$ cat config.mk
export PLATFORM = sky130hd
export DESIGN_NAME = gpu_l1_miss_fill
export DESIGN_NICKNAME = d
export VERILOG_FILES = /design/src/rtl/gpu_l1_miss_fill.sv
export SDC_FILE = /design/constraint.sdc
export NUM_CORES = 1
export LEC_CHECK = 0
export CAP_MARGIN = 30
export CORE_AREA = 2 2 163 165
export CTS_BUF_LIST = sky130_fd_sc_hd__clkbuf_4 sky130_fd_sc_hd__clkbuf_8
export DETAILED_ROUTE_END_ITERATION = 16
export DIE_AREA = 0 0 165 167
export GPL_TIMING_DRIVEN = 0
export PLACE_DENSITY = 0.82
export SLEW_MARGIN = 20
export SYNTH_ARGS = -nofsm -noshare
export SYNTH_HDL_FRONTEND = slang
export SYNTH_SLANG_ARGS = --single-unit
$ cat constraint.sdc
create_clock -name clk -period 2.3 [get_ports clk]
set_clock_uncertainty 0.05 [all_clocks]
set_input_delay 0.46 -clock clk [delete_from_list [all_inputs] [get_ports clk]]
set_output_delay 0.46 -clock clk [all_outputs]
set_load 0.01 [all_outputs]
$ cat src/rtl/gpu_l1_miss_fill.sv
// L1 miss/line-fill unit: queues and merges line misses, issues one burst read per
// line, assembles the returned beats into a full line and hands it back to L1.
module gpu_l1_miss_fill #(
  parameter int ADDR_W   = 13,
  parameter int OFFSET_W = 8,
  parameter int LINE_W   = 256,
  parameter int BEAT_W   = 32,
  parameter int MQ_DEPTH = 2
) (
  input  logic                     clk,
  input  logic                     rst_n,
  input  logic                     miss_valid,
  input  logic [ADDR_W-1:0]        miss_addr,
  output logic                     miss_ready,
  output logic                     mem_req_valid,
  output logic [ADDR_W-OFFSET_W-1:0] mem_req_addr,
  input  logic                     mem_req_ready,
  input  logic                     mem_rsp_valid,
  input  logic [BEAT_W-1:0]        mem_rsp_data,
  output logic                     fill_valid,
  output logic [ADDR_W-OFFSET_W-1:0] fill_line_addr,
  output logic [LINE_W-1:0]        fill_data,
  input  logic                     fill_ready,
  output logic                     busy,
  output logic [7:0]               merge_cnt
);

  localparam int LINE_AW = ADDR_W - OFFSET_W;
  localparam int BEATS   = LINE_W / BEAT_W;
  localparam int BEAT_CW = $clog2(BEATS);
  localparam int PTR_W   = $clog2(MQ_DEPTH);
  localparam int CNT_W   = PTR_W + 1;

  // Handshakes: a transfer happens on a rising edge where valid && ready; a source
  // holds valid and its payload stable until that edge. All outputs come from flops.
  typedef enum logic [1:0] {S_IDLE, S_REQ, S_RECV, S_FILL} state_t;

  state_t                 state_q, state_d;
  logic [LINE_AW-1:0]     mq_line [MQ_DEPTH];
  logic [MQ_DEPTH-1:0]    mq_vld;
  logic [PTR_W-1:0]       wr_ptr, rd_ptr;
  logic [CNT_W-1:0]       mq_cnt;
  logic [LINE_AW-1:0]     cur_line;
  logic [BEAT_CW-1:0]     beat_q;
  logic [LINE_W-1:0]      line_buf;
  logic [7:0]             merge_q;

  logic [LINE_AW-1:0]     miss_line;
  logic                   hit, accept, push, pop, merge;
  logic                   unused_offset;

  assign miss_line     = miss_addr[ADDR_W-1:OFFSET_W];
  assign unused_offset = ^miss_addr[OFFSET_W-1:0];

  // Slot availability comes from the registered count only, so a pop in the same
  // cycle never frees room for that cycle's miss.
  assign miss_ready = (mq_cnt != CNT_W'(MQ_DEPTH));
  assign accept     = miss_valid && miss_ready;
  assign pop        = (state_q == S_IDLE) && (mq_cnt != '0);

  always_comb begin
    hit = (state_q != S_IDLE) && (cur_line == miss_line);
    for (int i = 0; i < MQ_DEPTH; i++) begin
      if (mq_vld[i] && (mq_line[i] == miss_line)) hit = 1'b1;
    end
  end

  assign push  = accept && !hit;
  assign merge = accept && hit;

  always_comb begin
    state_d = state_q;
    case (state_q)
      S_IDLE: if (pop) state_d = S_REQ;
      S_REQ:  if (mem_req_ready) state_d = S_RECV;
      S_RECV: if (mem_rsp_valid && (beat_q == BEAT_CW'(BEATS - 1))) state_d = S_FILL;
      S_FILL: if (fill_ready) state_d = S_IDLE;
      default: state_d = S_IDLE;
    endcase
  end

  always_ff @(posedge clk or negedge rst_n) begin
    if (!rst_n) state_q <= S_IDLE;
    else        state_q <= state_d;
  end

  always_ff @(posedge clk or negedge rst_n) begin
    if (!rst_n) begin
      for (int i = 0; i < MQ_DEPTH; i++) mq_line[i] <= '0;
      mq_vld <= '0;
      wr_ptr <= '0;
      rd_ptr <= '0;
      mq_cnt <= '0;
    end else begin
      if (push) begin
        mq_line[wr_ptr] <= miss_line;
        mq_vld[wr_ptr]  <= 1'b1;
        wr_ptr          <= wr_ptr + PTR_W'(1);
      end
      if (pop) begin
        mq_vld[rd_ptr] <= 1'b0;
        rd_ptr         <= rd_ptr + PTR_W'(1);
      end
      case ({push, pop})
        2'b10:   mq_cnt <= mq_cnt + CNT_W'(1);
        2'b01:   mq_cnt <= mq_cnt - CNT_W'(1);
        default: mq_cnt <= mq_cnt;
      endcase
    end
  end

  // Beats are only captured in RECV; strays in any other state are dropped.
  always_ff @(posedge clk or negedge rst_n) begin
    if (!rst_n) begin
      cur_line <= '0;
      beat_q   <= '0;
      line_buf <= '0;
    end else begin
      if (pop) cur_line <= mq_line[rd_ptr];
      if ((state_q == S_REQ) && mem_req_ready) beat_q <= '0;
      if ((state_q == S_RECV) && mem_rsp_valid) begin
        line_buf[beat_q*BEAT_W +: BEAT_W] <= mem_rsp_data;
        beat_q <= (beat_q == BEAT_CW'(BEATS - 1)) ? '0 : beat_q + BEAT_CW'(1);
      end
    end
  end

  always_ff @(posedge clk or negedge rst_n) begin
    if (!rst_n)                       merge_q <= '0;
    else if (merge && merge_q != 8'hFF) merge_q <= merge_q + 8'd1;
  end

  assign mem_req_valid  = (state_q == S_REQ);
  assign mem_req_addr   = cur_line;
  assign fill_valid     = (state_q == S_FILL);
  assign fill_line_addr = cur_line;
  assign fill_data      = line_buf;
  assign busy           = (mq_cnt != '0) || (state_q != S_IDLE);
  assign merge_cnt      = merge_q;

endmodule
==> results.env <==
STATUS='complete, no violations'
SYNTH_TOP_AREA_CELL='sky130_fd_sc_hd__dfrtp_1'
IOS=329
POWERDENSITY_nW_PER_UM2=1073
FINAL.PERIOD_UTILIZATION_PCT=96.20
R2R_END='fill_data[90]'
POST_SYNTH_INST_COUNT=1035
H-TREE-DEPTH=2
MET3WIRELENGTH_MM=2.558
ACHIEVABLE-FREQUENCY_MHz=451.9
FINAL_MAX_SLEW_VIOL_COUNT=0
COREAREA_UM2=25760
ENDPOINT='fill_data[90]'
ROUTEDWLPERCELL_UM=19.84
FINALWIRELENGTH_MM=35.50
TRITONCTS.NUM_BUFFERS=47
STARTING_DENSITY_OF_THE_CORE_PCT=43.37
CRIT_PATH_END_KIND='register'
TIMING_HOLD_VIOLATIONS_FINAL=0
WORSTSETUPSTARTPOINTTYPE='register'
R2R_SETUP_SLACK_NS=0.09
WORST_SLEW_PIN_SLEW_NS=0.5468
FINAL_COMMON_CELL='sky130_fd_sc_hd__clkdlybuf4s50_1'
CTS_TREE='built'
CRIT_PATH_START='beat_q[0]'
SYNTH.TOP_CELL.AREA_SHARE_PCT=64.95
ITERATION_0_DRC_MARKERS=891
DR.MAX_LAYER_USED='met4'
DRC=0
AREA_GROWTH_SYN_TO_LAYOUT_PCT=45.59
FINAL_NET_COUNT=1483
ANTENNA_VIOLATING_NETS_POST_ROUTE=0
REG_TO_REG_STARTPOINT='beat_q[0]'
YS_SEQ_AREA_SHARE_PCT=64.95
DIE-AREA_UM2=27560
CP_DATA_ARRIVAL_TIME_NS=2.59
GLOBAL_ROUTE_WIRE_LENGTH_BEFORE_REPAIR_MM=55.53
WORST_SETUP_HOLD_PATH_CLK_SLEW_NS=0.07
CRITICAL_PATH_CLASS='reg2reg'
FINAL-SETUP-VIOL-COUNT=0
WORST_IR_DROP_VDD_mV=0.7832
SYN-CELL-AREA_UM2=11170
WORST_HOLD_PATH_TYPE='in2async'
CAP_VIOLATIONS=0
GLOBALROUTEOVERFLOWTOTAL=0
TIMING.CRITICAL_PATH.FANOUT_MAX=10
FINAL_CELL_MIX='sky130_fd_sc_hd__clkdlybuf4s50_1, sky130_fd_sc_hd__nand2_1, sky130_fd_sc_hd__dfrtp_1'
SYN-NUM-NETS=1097
FLOORPLAN.DIE.HEIGHT_UM=167
SYN-MEAN-INSTANCE-AREA_UM2=10.80
CRITPATHREQUIREDTIME_NS=2.68
ANTENNA_CELLS=0
FLOORPLAN.ROWS=59
VIAS_PER_CELL=5.274
GROUTE.USAGE.OVERALL_PCT=26.01
DETAIL_ROUTE.FIRST_PASS.ITERATIONS=5
SHARE_OF_POST_ROUTE_CELLS_WITH_DRIVE_STRENGTH_ABOVE_1_PCT=14.86
WORST_CASE_REG_TO_REG_PATH_DEPTH=9
CLOCKROOTBUFFER='sky130_fd_sc_hd__clkbuf_8'
NFILLCELLS=2030
NUM_VIAS=9435
CHIPWIDTH_UM=165
GRT_ANTENNA_BEFORE_REPAIR=0
CLOCK_LATENCY_NS=0.54
FINALCOREUTILIZATION_PCT=63.14
IO_BUF_COUNT=320
GRT_MAX_DEGREE=103
TNS_NS=0
GRT_SETUP_UNREPAIRED='yes'
GLOBALPLACE.CONGESTION=0.8249
STATIC-LEAKAGE-POWER_nW=7.088
FIRST_GLOBAL_VIAS=9732
CTS_NUM_SINKS=290
SYNTH-WARNING-COUNT=0
POST-ROUTE-MIN-PERIOD_NS=2.213
DETAILED_PLACE_HPWL_MM=25.55
YS_FF_LATCH=290
DETAILROUTE.WIRELENGTH.MET2_MM=17.10
MAX_SLEW_MARGIN_PCT=63.54
DETAIL_ROUTE.WIRELENGTH.MET1_MM=14.65
SYNTHDISTINCTLIBCELLS=39
SYNTH_AREA_LEADERS='sky130_fd_sc_hd__dfrtp_1, sky130_fd_sc_hd__o21ai_0, sky130_fd_sc_hd__nand2_1'
CTS.PATH.MAX_BUFFERS=3
worst min path at each step:
stage,to,slack [ns],cells after the start
6_report,fill_data[1],0.33,2
5_1_grt,fill_data[97],0.33,2
4_1_cts,fill_data[232],0.31,2
3_5_place_dp,fill_data[228],0.31,1
3_3_place_gp,fill_data[76],0.41,2
2_1_floorplan,beat_q[0],0.11,0
cell usage after synthesis:
cell	n
sky130_fd_sc_hd__dfrtp_1	290
sky130_fd_sc_hd__nand3_1	6
sky130_fd_sc_hd__nor3_1	2
sky130_fd_sc_hd__nand3b_1	4
sky130_fd_sc_hd__o22a_1	1
sky130_fd_sc_hd__nand2b_1	3
sky130_fd_sc_hd__a31o_2	1
sky130_fd_sc_hd__inv_1	10
sky130_fd_sc_hd__and4_1	1
sky130_fd_sc_hd__buf_2	3
sky130_fd_sc_hd__nand2_1	305
sky130_fd_sc_hd__nor4_4	1
sky130_fd_sc_hd__nand4_1	3
sky130_fd_sc_hd__o21ai_0	234
sky130_fd_sc_hd__nor2_1	6
sky130_fd_sc_hd__mux2_2	39
sky130_fd_sc_hd__buf_4	5
sky130_fd_sc_hd__o32ai_2	1
sky130_fd_sc_hd__a2bb2oi_1	1
sky130_fd_sc_hd__o31ai_1	1
sky130_fd_sc_hd__ha_1	11
sky130_fd_sc_hd__a222oi_1	1
sky130_fd_sc_hd__o21ai_1	1
sky130_fd_sc_hd__mux2_1	5
sky130_fd_sc_hd__a21oi_1	1
sky130_fd_sc_hd__a211oi_1	5
sky130_fd_sc_hd__xnor2_1	14
sky130_fd_sc_hd__nor3_4	2
sky130_fd_sc_hd__xor2_1	12
sky130_fd_sc_hd__a2111oi_4	1
sky130_fd_sc_hd__o32a_1	1
sky130_fd_sc_hd__and2_1	2
sky130_fd_sc_hd__mux2i_1	5
sky130_fd_sc_hd__nor4_2	1
sky130_fd_sc_hd__a32o_1	1
sky130_fd_sc_hd__clkbuf_1	52
sky130_fd_sc_hd__nand3_4	1
sky130_fd_sc_hd__a22oi_1	1
sky130_fd_sc_hd__and3_1	1
flip-flops by register name, indices dropped and copies added, names as in the netlist:
register / flops
wr_ptr: 1
fill_line_addr: 5
rd_ptr: 1
state_q: 2
mq_line: 10
mq_vld: 2
beat_q: 3
fill_data: 256
merge_cnt: 8
mq_cnt: 2
worst max-delay path, stage by stage (launching register included):
cell and delay, ns:
sky130_fd_sc_hd__dfrtp_2 0.44, sky130_fd_sc_hd__inv_2 0.11, sky130_fd_sc_hd__ha_2 0.21, sky130_fd_sc_hd__ha_4 0.20, sky130_fd_sc_hd__nor4_4 0.30, sky130_fd_sc_hd__buf_4 0.18, sky130_fd_sc_hd__nand3_4 0.16, sky130_fd_sc_hd__clkbuf_4 0.25
sky130_fd_sc_hd__nand2_1 0.10, sky130_fd_sc_hd__o21ai_0 0.10
power by group:
part / switching (mW) / internal, mW / total, mW / leakage (nW)
combinational: 2.92 / 2.76 / 5.68 / 2.58
clock: 2.03 / 2.98 / 5.01 / 0.564
sequential: 0.673 / 6.09 / 6.76 / 3.95
cells by family after synthesis:
kind of cell,count (synthesis),synth area share [%]
compound gates,251,11.94
xor+xnor,26,2.038
fa+ha+maj,11,1.232
mux,49,4.882
simple gates,338,12.41
flops,290,64.95
buf+inv,70,2.553
stage by stage:
step                std cells  instance area, µm²  hold slack [ns]  worst slack [ns]  power, mW
detailed placement       1693               14880           0.3086           -0.7230      12.20
CTS                      1786               16220           0.3130           0.04397      17.52
global route             1789               16270           0.3283          -0.02525      18.38
floorplan                1035               11170           0.1144            0.1714      9.311
global placement         1690               14800           0.4113            -11.47      11.99
finish                   1789               16270           0.3293           0.08733      17.45
cell type report:
type,instances,area (µm²),share of cell area (%)
buffer,57,321.6,1.977
sequential,290,7258,44.62
clock inverter,6,111.4,0.6846
inverter,10,37.54,0.2308
timing repair buffer,340,3418,21.01
tap,335,419.2,2.577
multi-input combinational,675,3736,22.97
clock buffer,76,964.7,5.930
per-layer routing:
| metal | GRT usage, % | vias to the layer above |
|---|---|---|
| met2 | 42.07 | 384 |
| met5 | 0 | - |
| met3 | 6.077 | 82 |
| li1 | - | 4256 |
| met1 | 34.26 | 4713 |
| met4 | 9.376 | 0 |
timing repair:
action | 4_1_cts | 5_1_grt
hold buffers | 1 | 0
endpoints found under the hold margin | 34 | 0
resized for setup | 71 | 27
setup buffers | 13 | 3
endpoints found under the setup margin | 259 | 189
pin swaps | 6 | 2
(Power assumes the default switching activity.)
